<file path="config.mk">
export PLATFORM = sky130hd
export DESIGN_NAME = bbox_draw
export DESIGN_NICKNAME = d
export VERILOG_FILES = /design/src/rtl/bbox_draw.sv
export SDC_FILE = /design/constraint.sdc
export NUM_CORES = 1
export LEC_CHECK = 0
export ABC_CLOCK_PERIOD_IN_PS = 6100
export CAP_MARGIN = 0
export CELL_PAD_IN_SITES_DETAIL_PLACEMENT = 0
export CELL_PAD_IN_SITES_GLOBAL_PLACEMENT = 2
export CORE_MARGIN = 2
export CORE_UTILIZATION = 31
export CTS_CLUSTER_DIAMETER = 200
export CTS_CLUSTER_SIZE = 8
export DETAILED_ROUTE_END_ITERATION = 7
export HOLD_SLACK_MARGIN = 0.08
export PLACE_DENSITY = 0.79
export SYNTH_ARGS = -nofsm -noshare
export SYNTH_HDL_FRONTEND = slang
export SYNTH_SLANG_ARGS = --single-unit
</file>
<file path="constraint.sdc">
create_clock -name clk -period 6.1 [get_ports clk]
set_clock_uncertainty 0.2 [all_clocks]
set_input_delay 1.525 -clock clk [delete_from_list [all_inputs] [get_ports clk]]
set_output_delay 1.525 -clock clk [all_outputs]
set_load 0.05 [all_outputs]
</file>
<file path="src/rtl/bbox_draw.sv">
// Bounding-box outline renderer: captures a filter box, validates it and
// writes a 1-pixel BOX_COLOR rectangle into the RGB444 frame buffer.
//
// Ports:
//   clk, reset            clock, synchronous active-high reset
//   bbox_valid, x_*, y_*  box from colour filter (stable while valid)
//   bbox_ack              one-cycle capture pulse back to the filter
//   wr_en/wr_addr/wr_data frame-buffer write port, one pixel per cycle
//   busy                  high whenever not idle
//   draw_done/draw_error  completion status, held until draw_ack
//   draw_ack              controller acknowledge of draw_done
module bbox_draw #(
    parameter int             IMG_W     = 320,
    parameter int             IMG_H     = 240,
    parameter int             COORD_W   = 9,
    parameter int             ADDR_W    = 17,
    parameter int             PIX_W     = 12,
    parameter logic [PIX_W-1:0] BOX_COLOR = 12'hF00
) (
    input  logic               clk,
    input  logic               reset,
    input  logic               bbox_valid,
    input  logic [COORD_W-1:0] x_min,
    input  logic [COORD_W-1:0] x_max,
    input  logic [COORD_W-1:0] y_min,
    input  logic [COORD_W-1:0] y_max,
    output logic               bbox_ack,
    output logic               wr_en,
    output logic [ADDR_W-1:0]  wr_addr,
    output logic [PIX_W-1:0]   wr_data,
    output logic               busy,
    output logic               draw_done,
    output logic               draw_error,
    input  logic               draw_ack
);

    localparam logic [2:0] S_IDLE   = 3'd0;
    localparam logic [2:0] S_CHECK  = 3'd1;
    localparam logic [2:0] S_TOP    = 3'd2;
    localparam logic [2:0] S_BOTTOM = 3'd3;
    localparam logic [2:0] S_LEFT   = 3'd4;
    localparam logic [2:0] S_RIGHT  = 3'd5;
    localparam logic [2:0] S_DONE   = 3'd6;
    localparam logic [2:0] S_ERR    = 3'd7;

    localparam logic [COORD_W-1:0] W_LIM = COORD_W'(IMG_W);
    localparam logic [COORD_W-1:0] H_LIM = COORD_W'(IMG_H);
    localparam logic [ADDR_W-1:0]  W_MUL = ADDR_W'(IMG_W);

    logic [2:0]         state;
    logic [2:0]         state_n;
    logic [COORD_W-1:0] bx0, bx1, by0, by1;
    logic [COORD_W-1:0] cnt;
    logic [COORD_W-1:0] cnt_n;
    logic [COORD_W-1:0] px, py;
    logic               pix_en;
    logic               box_bad;
    logic [ADDR_W-1:0]  pix_addr;
    logic               in_final;
    logic               capture;

    assign box_bad = (bx0 > bx1) || (by0 > by1) ||
                     (bx1 >= W_LIM) || (by1 >= H_LIM);

    // CHECK guarantees py < IMG_H and px < IMG_W, so this fits ADDR_W.
    assign pix_addr = ADDR_W'(py) * W_MUL + ADDR_W'(px);

    assign in_final = (state == S_DONE) || (state == S_ERR);
    assign capture  = (state == S_IDLE) && bbox_valid;

    always_comb begin
        state_n = state;
        cnt_n   = cnt;
        pix_en  = 1'b0;
        px      = cnt;
        py      = by0;
        case (state)
            S_IDLE: begin
                if (bbox_valid) state_n = S_CHECK;
            end
            S_CHECK: begin
                if (box_bad) begin
                    state_n = S_ERR;
                end else begin
                    state_n = S_TOP;
                    cnt_n   = bx0;
                end
            end
            S_TOP: begin
                pix_en = 1'b1;
                px     = cnt;
                py     = by0;
                if (cnt == bx1) begin
                    state_n = S_BOTTOM;
                    cnt_n   = bx0;
                end else begin
                    cnt_n = cnt + 1'b1;
                end
            end
            S_BOTTOM: begin
                pix_en = 1'b1;
                px     = cnt;
                py     = by1;
                if (cnt == bx1) begin
                    state_n = S_LEFT;
                    cnt_n   = by0;
                end else begin
                    cnt_n = cnt + 1'b1;
                end
            end
            S_LEFT: begin
                pix_en = 1'b1;
                px     = bx0;
                py     = cnt;
                if (cnt == by1) begin
                    state_n = S_RIGHT;
                    cnt_n   = by0;
                end else begin
                    cnt_n = cnt + 1'b1;
                end
            end
            S_RIGHT: begin
                pix_en = 1'b1;
                px     = bx1;
                py     = cnt;
                if (cnt == by1) begin
                    state_n = S_DONE;
                end else begin
                    cnt_n = cnt + 1'b1;
                end
            end
            S_DONE, S_ERR: begin
                // Only an ack of a visible draw_done releases the block.
                if (draw_ack && draw_done) state_n = S_IDLE;
            end
            default: state_n = S_IDLE;
        endcase
    end

    always_ff @(posedge clk) begin
        if (reset) begin
            state      <= S_IDLE;
            cnt        <= '0;
            bx0        <= '0;
            bx1        <= '0;
            by0        <= '0;
            by1        <= '0;
            bbox_ack   <= 1'b0;
            wr_en      <= 1'b0;
            wr_addr    <= '0;
            wr_data    <= '0;
            busy       <= 1'b0;
            draw_done  <= 1'b0;
            draw_error <= 1'b0;
        end else begin
            state    <= state_n;
            cnt      <= cnt_n;
            bbox_ack <= capture;
            if (capture) begin
                bx0 <= x_min;
                bx1 <= x_max;
                by0 <= y_min;
                by1 <= y_max;
            end
            wr_en   <= pix_en;
            wr_data <= pix_en ? BOX_COLOR : '0;
            if (pix_en) wr_addr <= pix_addr;
            busy <= (state_n != S_IDLE);
            // Status rises one cycle after entering DONE/ERR, i.e. the
            // cycle after the final write, and drops once acknowledged.
            draw_done  <= in_final && (state_n != S_IDLE);
            draw_error <= (state == S_ERR) && (state_n != S_IDLE);
        end
    end

endmodule

</file>
### Yosys cells after proc, flatten, opt, wreduce, memory -nomap -nowiden

Index checks and enable logic that the tools add are counted.

* register bits after elaboration: 82
* input port bits: 40
* output and inout port bits: 34
* logic and storage cells: 64

* add/sub/neg operators: 2
* multipliers: 1
* order comparisons: 4
* equal/unequal tests: 11
* muxes and demuxes: 18
* reductions and logical operators: 15

Operator list (count)
* 9-bit two-way mux: 5
* 9-bit case mux with 5 select lines: 1
* 9-bit case mux with 2 select lines: 2
* 3-bit two-way mux: 7
* 3-bit case mux with 7 select lines: 1
* 9-bit == test: 2
* 9-bit greater-than comparator: 2
* 17-bit by 9-bit adder with 17-bit output: 1
* 3-bit == test (second input constant): 4
* 12-bit two-way mux: 1
* 9-bit by 3-bit multiplier with 11-bit output (second input constant): 1
* 9-bit by 1-bit adder with 9-bit output (second input constant): 1
* 9-bit by 8-bit >= comparator with 1-bit output (second input constant): 1
* 9-bit >= comparator (second input constant): 1
* 3-bit by 2-bit == test with 1-bit output (second input constant): 2
* 5-bit nonzero test: 1
* 1-bit logical AND: 4
* 1-bit logical OR: 4
* 2-bit inequality test (second input constant): 2
* 2-bit OR reduction: 2
* 4-bit OR reduction: 1
* 3-bit by 1-bit == test with 1-bit output (second input constant): 1
* 3-bit logical NOT: 1
* 3-bit AND reduction: 1
* 2 further kinds: 2

### Logic depth before layout (Yosys ltp)

Gate-level depths: netlist of the first run.

* word-level depth: 8
* gate-level depth with buffers: 17
* gate-level depth less buffers: 15

### Worst setup path before layout of the first run

OpenSTA, ideal clock, no wires.

* path kind: register -> register
* from: reg state[1]
* to: reg wr_addr[16]
* setup time: 0.133 ns
* arrival: 3.928 ns
* required time: 5.767 ns
* setup slack: 1.839 ns
* stages on the path, launching flop included: 16
* buffers on the path: 2
* clock period less this slack: 4.261 ns
* cell sequence: dfxtp_1 > clkbuf_1 > inv_1 > ha_1 > clkbuf_1 > nor2_1 > a221o_1 > ha_1 > ha_1 > fa_1 > xor2_1 > o2111ai_1 > a2111oi_0 > nand3_1 > o21ai_0 > o211ai_1

* cells in the longest elaborated chain, start to end: 5
* elaborated cells between the ends (all ways): 11
* classes of those cells: add/sub: 1; mul: 1; eq/ne: 4; mux: 3; reduce/logical: 2

RTL lines
* start: declaration: line 50 `logic [2:0] state;`
* start signal: assignment: line 156 `state <= state_n;`
* 3-bit == test: line 77 `case (state)`
* 2-bit OR reduction (no line)
* 9-bit case mux with 2 select lines: line 77
* 9-bit by 3-bit multiplier with 11-bit output: line 66 `assign pix_addr = ADDR_W'(py) * W_MUL + ADDR_W'(px);`
* 17-bit by 9-bit adder with 17-bit output: line 66
* end signal: assignment: line 167 `if (pix_en) wr_addr <= pix_addr;`
* end: declaration: line 29 `output logic [ADDR_W-1:0] wr_addr,`

Several ways; a longest one is shown, not always the timed one.
A chain may end at the register's enable or synchronous reset.

### Worst setup path after layout of the first run

Same ends and word-level chain as after synthesis.

==> results of run 1 <==
## flip-flops by register name, summed over array words and instances (netlist names)
signal      cells
wr_addr        17
bx0             9
bx1             9
by0             9
by1             9
cnt             9
state           3
bbox_ack        1
busy            1
draw_done       1
draw_error      1
wr_data         1
## worst max-delay path, cell delays in order (launching register included)
cell and delay (ns):
sky130_fd_sc_hd__dfxtp_1 0.66, sky130_fd_sc_hd__inv_1 0.19, sky130_fd_sc_hd__ha_1 0.43, sky130_fd_sc_hd__nor2_1 0.45, sky130_fd_sc_hd__a221o_1 0.29, sky130_fd_sc_hd__ha_1 0.25, sky130_fd_sc_hd__ha_1 0.24, sky130_fd_sc_hd__fa_1 0.41
sky130_fd_sc_hd__xor2_1 0.28, sky130_fd_sc_hd__o2111ai_1 0.20, sky130_fd_sc_hd__a2111oi_0 0.72, sky130_fd_sc_hd__nand3_1 0.18, sky130_fd_sc_hd__o21ai_0 0.11, sky130_fd_sc_hd__o211ai_1 0.10
## routing by layer
layer  wire [um]  vias to the layer above  GRT usage, %
met1        6760                     2075          24.5
met2        6350                      116          28.7
li1            -                     2216             -
met5           0                        -             0
met3         631                       20          2.95
met4         257                        0          6.53
## cell usage after synthesis (all sizes together) (3+ instances only)
cell type | count | area [sq um]
a211oi | 8 | 60.1
a21o | 6 | 45.0
a21oi | 69 | 345
a221o | 5 | 50.1
a222oi | 7 | 70.1
a22oi | 6 | 45.0
a311oi | 4 | 35.0
and3 | 3 | 18.8
buf | 19 | 131
clkbuf | 27 | 101
dfxtp | 70 | 1400
ha | 38 | 475
inv | 36 | 135
mux2i | 12 | 120
nand2 | 123 | 462
nand3 | 12 | 60.1
nand4 | 6 | 37.5
nor2 | 33 | 124
nor2b | 3 | 18.8
nor3 | 13 | 65.1
nor4 | 3 | 25.0
o211ai | 3 | 22.5
o21ai | 11 | 55.1
o21bai | 4 | 30.0
o22ai | 5 | 31.3
o2bb2ai | 5 | 43.8
o31a | 3 | 26.3
o31ai | 3 | 22.5
o32ai | 3 | 26.3
or2 | 3 | 18.8
xnor2 | 7 | 61.3
xor2 | 24 | 210
## how the worst max path moves through the flow
stage               startpoint          end  slack, ns  cells after the start
floorplan             state[1]  wr_addr[16]       1.84                     15
global placement      state[1]  wr_addr[16]       1.45                     13
detailed placement    state[1]  wr_addr[16]       1.26                     13
CTS                   state[1]  wr_addr[16]       1.24                     13
global route          state[1]  wr_addr[16]       0.72                     13
finish                state[1]  wr_addr[16]       1.24                     13
## cell type report
class                   count  area (sq um)  share of cell area, %
clock inverters             5          82.6                   1.44
repair buffers             71           691                   12.1
clock buffers              11           243                   4.25
well taps                 184           230                   4.03
inverters                  36           135                   2.36
multi-input cells         462          2940                   51.3
flip-flops and latches     70          1400                   24.5
## cell families (layout without fill, tap and decap cells)
logic type | after synthesis | after routing | synth area share, %
xor gates and xnor gates | 31 | 31 | 5.81
DFF | 70 | 70 | 30.0
other | 1 | 8 | 0.0803
and+or+nand+nor | 213 | 213 | 20.1
AOI/OAI and AO/OA | 158 | 158 | 22.5
adders and majority gates | 40 | 40 | 11.0
muxes | 12 | 12 | 2.57
buffers and inverters | 82 | 123 | 7.87
## report_power, final
| part | leakage (uW) | switching [uW] | internal, uW |
|---|---|---|---|
| registers | 0.000571 | 150 | 553 |
| logic | 0.00153 | 878 | 510 |
| clock network | 0.000160 | 207 | 370 |
## stage by stage
stage	std cells	instance area [sq um]	total power (uW)	util, %	setup slack [ns]
finish	839	5720	2670	39.0	1.24
global route	839	5720	2860	39.0	0.722
CTS	839	5720	2690	39.0	1.24
detailed placement	823	5390	2100	36.8	1.26
global placement	823	5390	2090	36.8	1.45
floorplan	614	4700	1710	-	1.84
==> qor_table.md, run 1 <==
| Item | Value | Unit |
|:---|:---|:---|
| Final sum of negative setup slack | 0 | ns |
| Post-detailed-route via-to-cell ratio | 5.28 | - |
| Final count of negative-setup-slack endpoints | 0 | - |
| Number of inserted filler cells in the final layout | 1546 | - |
| Worst reg2reg path startpoint | state[1] | - |
| Power density of the placed cells | 466 | nW/um^2 |
| Via count of the first global-routing pass | 4247 | - |
| Hold WS | 0.264 | ns |
| CTS sink count | 70 | - |
| Initial antenna violation count | 0 | - |
| Worst reg-to-reg setup slack | 1.24 | ns |
| Share of post-route cells with drive strength above 1 | 4.58 | % |
| Number of remaining DRC errors | 0 | - |
| Clock Path Buffers | 2 | - |
| Synth async-reset ratio | 0 | % |
| Library cells used by synthesis | 65 | - |
| End of the worst register-to-register path | wr_addr[16] | - |
| Global route overflow | 0 | - |
| Seq/Total Area, Yosys | 30.0 | % |
| Reg2reg path depth | 13 | - |
| Final Max Tran Viols | 0 | - |
| Die Outline Area | 16100 | sq um |
| Site Rows | 44 | - |
| Synthesized area per cell | 7.70 | sq um |
| Post-CTS setup buffer count | 0 | - |
| Req. time, crit path | 6.10 | ns |
| CP Capture Type | register | - |
| Status | completed | - |
| Maximum number of pins on one net before global-route repair | 42 | - |
| Gp weighted congestion | 0.921 | - |
| Iteration count of the initial detailed-routing pass | 5 | - |
| Max FO, Critical Path | 17 | - |
| Predominant post-synthesis flop cell | sky130_fd_sc_hd__dfxtp_1 | - |
| Most used cells in the layout excluding fill and tap cells | sky130_fd_sc_hd__nand2_1, sky130_fd_sc_hd__dfxtp_1, sky130_fd_sc_hd__a21oi_1 | - |
| Inserted Diodes | 0 | - |
| Worst hold path depth | 2 | - |
| Max IR drop VDD | 146 | uV |
| Transition at the pin with the smallest max-transition slack | 1.05 | ns |
| Post-synth EDFFs | 0 | - |
| Routed length per placed instance | 16.7 | um |
| Count of pins on the block boundary | 74 | - |
| Number of warning messages in the yosys log | 0 | - |
| Post-cts gate resize count | 0 | - |
| Achievable frequency | 206 | MHz |
| Vias after detailed routing | 4427 | - |
| Maxcap violations | 0 | - |
| Synth Instances | 607 | - |
| Clock period minus final worst setup slack | 4.86 | ns |
| Kind of critical path | reg2reg | - |
| Clk slew on worst S/H paths | 0.06 | ns |
| Detailed Place HPWL | 10700 | um |
| Flip-flop and latch count after synthesis | 70 | - |
| Kind of start point of the critical path | register | - |
| Count of H-tree levels built during CTS | 3 | - |
| Most common library cell in the layout ignoring fill and taps | sky130_fd_sc_hd__nand2_1 | - |
| Core area | 14600 | sq um |
| Source of the worst hold timing path | wr_addr[11] | - |
| Aggregate global-route resource usage | 17.9 | % |
| Clock tree from TritonCTS | yes | - |
| Cts bufs inserted | 9 | - |
| Clock latency on the worst-skew pair | 0.34 | ns |
| Number of hold buffers added after cts | 0 | - |
| DIE WIDTH | 127 | um |
| Leak Pwr | 0.00226 | uW |
| Cell chosen for the clock root | sky130_fd_sc_hd__clkbuf_16 | - |
| Starting density of the core | 31.9 | % |
| Cell area after synthesis | 4670 | sq um |
| Endpoint, Worst Hold | wr_addr[11] | - |
| Count of input and output buffers | 65 | - |
| Tcrit/Tclk final | 79.7 | % |
| Antenna-violating nets left | 0 | - |
| Data arrival at the endpoint of the critical path | 4.86 | ns |
| Tightest slew margin relative to the limit | 30.0 | % |
| Setup repair after global routing missed its margin | false | - |
| Hold violation count in the final report | 0 | - |
| Die extent in y | 127 | um |
| Initial detailed-routing violation count | 310 | - |
| Net count reported at finish | 730 | - |
| First-pass GRT wire length | 22600 | um |
| WL final | 14000 | um |
| Class of the most critical hold timing path | reg2reg | - |
| Syn-to-layout area delta | 22.4 | % |
Note: power is estimated with default switching activity, not from simulation.
==> run 2, diff against run 1 <==
==> config.mk (replaced) <==
export PLATFORM = sky130hd
export DESIGN_NAME = bbox_draw
export DESIGN_NICKNAME = d
export VERILOG_FILES = /design/src/rtl/bbox_draw.sv
export SDC_FILE = /design/constraint.sdc
export NUM_CORES = 1
export LEC_CHECK = 0
export ABC_CLOCK_PERIOD_IN_PS = 4120
export CAP_MARGIN = 0
export CELL_PAD_IN_SITES_DETAIL_PLACEMENT = 0
export CELL_PAD_IN_SITES_GLOBAL_PLACEMENT = 2
export CORE_MARGIN = 2
export CORE_UTILIZATION = 28
export CTS_CLUSTER_DIAMETER = 200
export CTS_CLUSTER_SIZE = 8
export DETAILED_ROUTE_END_ITERATION = 7
export HOLD_SLACK_MARGIN = 0.08
export PLACE_DENSITY = 0.75
export SYNTH_ARGS = -nofsm -noshare
export SYNTH_HDL_FRONTEND = slang
export SYNTH_SLANG_ARGS = --single-unit
==> constraint.sdc (replaced) <==
create_clock -name clk -period 4.12 [get_ports clk]
set_clock_uncertainty 0.2 [all_clocks]
set_input_delay 1.03 -clock clk [delete_from_list [all_inputs] [get_ports clk]]
set_output_delay 1.03 -clock clk [all_outputs]
set_load 0.05 [all_outputs]
==> run 2 against run 1 <==
Net effect:
- final cell count up 5.8%
- worst setup slack worse by 0.91 ns
- global-route usage down 1.0 points
- largest cell class unchanged
- utilization is 3.2 points lower
- count of clock-buffer cells in the layout unchanged
- critical path depth stayed put
- via count is 3.0% higher
- hold slack got worse by 0.0016 ns
- non-clock buffer count increased by 13
- sequential share of layout area shrank 0.72 points
- fmax increased by 28%
- combinational power increased by 58%
==> qor_table.md, run 2 (synthesis results as in run 1) <==
| Item | Value | Unit | vs previous |
|:---|:---|:---|:---|
| Max FO, Critical Path | 8 | - | was 17 |
| Cell-by-cell listing of the critical path | inv_1 > ha_1 > nor2_2 > a221o_1 > ha_1 > ha_1 > fa_1 > xor2_2 > o2111ai_2 > a2111oi_4 > nand3_1 > o21bai_1 > o211ai_1 | - | was inv_1 > ha_1 > nor2_1 > a221o_1 > ha_1 > ha_1 > fa_1 > xor2_1 > o2111ai_1 > a2111oi_0 > nand3_1 > o21ai_0 > o211ai_1 |
| Site Rows | 47 | - | was 44 |
| Max IR drop VDD | 223 | uV | was 146 uV |
| Count of input and output buffers | 65 | - | unchanged |
| Reg2reg path depth | 13 | - | unchanged |
| Hold violation count in the final report | 0 | - | unchanged |
| Setup repair after global routing missed its margin | false | - | unchanged |
| Placed instance count | 872 | - | was 823 |
| Highest-delay cell along the critical path | sky130_fd_sc_hd__fa_1 | - | was sky130_fd_sc_hd__a2111oi_0 |
| Count of H-tree levels built during CTS | 3 | - | unchanged |
| Endpoint, Worst Hold | wr_addr[2] | - | was wr_addr[11] |
| Total cell area at the placement stage | 5540 | sq um | was 5390 sq um |
| DIE WIDTH | 133 | um | was 127 um |
| Initial antenna violation count | 0 | - | unchanged |
| Class of the most critical hold timing path | reg2reg | - | unchanged |
| Cts bufs inserted | 9 | - | unchanged |
| Top register by number of flip-flops | wr_addr | - | unchanged |
| Net switching power figure | 1900 | uW | was 1230 uW |
| Kind of critical path | reg2reg | - | unchanged |
| First-pass GRT wire length | 23500 | um | was 22600 um |
| Final sum of negative setup slack | 0 | ns | unchanged |
| Tightest slew margin relative to the limit | 30.2 | % | was 30.0% |
| Clk slew on worst S/H paths | 0.06 | ns | about the same |
| CTS sink count | 70 | - | unchanged |
| Iteration count of the initial detailed-routing pass | 7 | - | was 5 |
| Share of post-route cells with drive strength above 1 | 7.19 | % | was 4.58% |
| End of the worst register-to-register path | wr_addr[16] | - | unchanged |
| Vias after detailed routing | 4560 | - | was 4427 |
| Final Max Tran Viols | 0 | - | unchanged |
| Proportion of power drawn by the clock network | 21.3 | % | was 21.6% |
| Internal cell power | 2170 | uW | was 1430 uW |
| Count of pins on the block boundary | 74 | - | unchanged |
| Clock latency on the worst-skew pair | 0.35 | ns | was 0.34 ns |
| Post-detailed-route via-to-cell ratio | 5.14 | - | was 5.28 |
| Leak Pwr | 0.00233 | uW | was 0.00226 uW |
| Sequential cell fraction of total power | 24.5 | % | was 26.3% |
| Number of remaining DRC errors | 0 | - | unchanged |
| Buf+Inv Stages, Crit Path | 1 | - | unchanged |
| Data arrival at the endpoint of the critical path | 3.85 | ns | was 4.86 ns |
| Delay of the slowest cell on the worst path | 0.44 | ns | was 0.72 ns |
| Max reg flops | 17 | - | unchanged |
| Total power | 4060 | uW | was 2670 uW |
| Cell chosen for the clock root | sky130_fd_sc_hd__clkbuf_16 | - | unchanged |
| Source of the worst hold timing path | wr_addr[2] | - | was wr_addr[11] |
| WL final | 14900 | um | was 14000 um |
| Via count of the first global-routing pass | 4294 | - | was 4247 |
| Net count reported at finish | 743 | - | was 730 |
| Global route overflow | 0 | - | unchanged |
| Final std cell area, no fill | 5900 | sq um | was 5720 sq um |
| Final cell utilization of the core | 35.8 | % | was 39.0% |
| Power density of the placed cells | 689 | nW/um^2 | was 466 nW/um^2 |
| Most used cells in the layout excluding fill and tap cells | sky130_fd_sc_hd__nand2_1, sky130_fd_sc_hd__a21oi_1, sky130_fd_sc_hd__dfxtp_1 | - | was sky130_fd_sc_hd__nand2_1, sky130_fd_sc_hd__dfxtp_1, sky130_fd_sc_hd__a21oi_1 |
| Most Frequent Cell on Critical Path | sky130_fd_sc_hd__ha_1 | - | unchanged |
| CP Capture Type | register | - | unchanged |
| Worst reg-to-reg setup slack | 0.33 | ns | was 1.24 ns |
| Detailed Place HPWL | 11600 | um | was 10700 um |
| Maximum number of pins on one net before global-route repair | 38 | - | was 42 |
| Achievable frequency | 264 | MHz | was 206 MHz |
| Starting density of the core | 28.4 | % | was 31.9% |
| Worst hold path depth | 2 | - | unchanged |
| Aggregate global-route resource usage | 16.9 | % | was 17.9% |
| Gp weighted congestion | 0.876 | - | was 0.921 |
| Clock tree from TritonCTS | yes | - | unchanged |
| Inserted Diodes | 0 | - | unchanged |
| Maxcap violations | 0 | - | unchanged |
| Number of hold buffers added after cts | 0 | - | unchanged |
| Req. time, crit path | 4.19 | ns | was 6.10 ns |
| Worst Setup SP | state[1] | - | unchanged |
| Syn-to-layout area delta | 26.2 | % | was 22.4% |
| Final count of negative-setup-slack endpoints | 0 | - | unchanged |
| CP top delay family | adder cells | - | was compound AO/OA/AOI/OAI gates |
| Switching Share | 46.7 | % | was 46.3% |
| Antenna-violating nets left | 0 | - | unchanged |
| Worst reg2reg path startpoint | state[1] | - | unchanged |
| Clock Path Buffers | 2 | - | unchanged |
| Kind of start point of the critical path | register | - | unchanged |
| Comb pwr share | 54.2 | % | was 52.0% |
| Die extent in y | 133 | um | was 127 um |
| Core area | 16500 | sq um | was 14600 sq um |
| Clock period minus final worst setup slack | 3.79 | ns | was 4.86 ns |
| Status | completed | - | unchanged |
| Die Outline Area | 17700 | sq um | was 16100 sq um |
| Initial detailed-routing violation count | 352 | - | was 310 |
| Count of placed standard cells in the final layout, fillers left out | 888 | - | was 839 |
| Tcrit/Tclk final | 91.9 | % | was 79.7% |
| Most common library cell in the layout ignoring fill and taps | sky130_fd_sc_hd__nand2_1 | - | unchanged |
| Routed length per placed instance | 16.8 | um | was 16.7 um |
| Transition at the pin with the smallest max-transition slack | 1.04 | ns | was 1.05 ns |
==> run 2: cell count changes in the layout (fill, tap and decap cells not counted), sizes merged <==
cell	before	now
clkinv	3	1
buf	7	20
inv	36	37
clkinvlp	0	1
==> run 2: power by group through the flow <==
stage | clock (uW) | combinational [uW] | sequential [uW]
2_1_floorplan | 0 | 1460 | 1070
3_5_place_dp | 0 | 2180 | 1010
5_1_grt | 912 | 2430 | 1010
4_1_cts | 884 | 2190 | 993
3_3_place_gp | 0 | 2170 | 1010
6_report | 864 | 2200 | 995
==> run 2: stage by stage <==
step | hold WS, ns | setup WS [ns]
5_1_grt | 0.285 | 0.0543
2_1_floorplan | 0.249 | 0.0412
6_report | 0.262 | 0.332
3_3_place_gp | 0.256 | 0.164
4_1_cts | 0.267 | 0.0570
3_5_place_dp | 0.257 | 0.0706
==> run 2: cell type report <==
| class | count | area (sq um) |
|---|---|---|
| Inverter | 36 | 135 |
| Timing Repair Buffer | 84 | 788 |
| Tap cell | 220 | 275 |
| Multi-Input combinational cell | 462 | 2970 |
| Fill cell | 1772 | 10600 |
| Clock buffer | 11 | 243 |
| Sequential cell | 70 | 1400 |
| Clock inverter | 5 | 81.3 |
==> run 2: how the worst max path moves through the flow <==
stage | end | cells past startpoint | slack, ns
floorplan | wr_addr[16] | 16 | 0.04
global placement | wr_addr[16] | 13 | 0.16
detailed placement | wr_addr[16] | 13 | 0.07
CTS | wr_addr[16] | 13 | 0.06
global route | wr_addr[14] | 14 | 0.05
finish | wr_addr[16] | 13 | 0.33
==> run 2: what timing repair did <==
action | in CTS | in global routing
endpoints found under the setup margin | 0 | 3
setup buffers | 0 | 0
gates resized for setup | 0 | 4
==> run 2: worst register-to-register path, stage by stage (launching register included) <==
cell and delay (ns):
sky130_fd_sc_hd__dfxtp_2 0.39, sky130_fd_sc_hd__inv_1 0.11, sky130_fd_sc_hd__ha_1 0.31, sky130_fd_sc_hd__nor2_2 0.29
sky130_fd_sc_hd__a221o_1 0.27, sky130_fd_sc_hd__ha_1 0.25, sky130_fd_sc_hd__ha_1 0.24, sky130_fd_sc_hd__fa_1 0.44
sky130_fd_sc_hd__xor2_2 0.25, sky130_fd_sc_hd__o2111ai_2 0.19, sky130_fd_sc_hd__a2111oi_4 0.41, sky130_fd_sc_hd__nand3_1 0.13
sky130_fd_sc_hd__o21bai_1 0.17, sky130_fd_sc_hd__o211ai_1 0.08
==> run 2: routing by layer <==
layer	routed length [um]	up-vias	global-route usage [%]
met3	644	28	2.74
li1	-	2233	-
met4	352	0	6.50
met1	7280	2161	23.6
met5	0	-	0
met2	6610	138	26.3
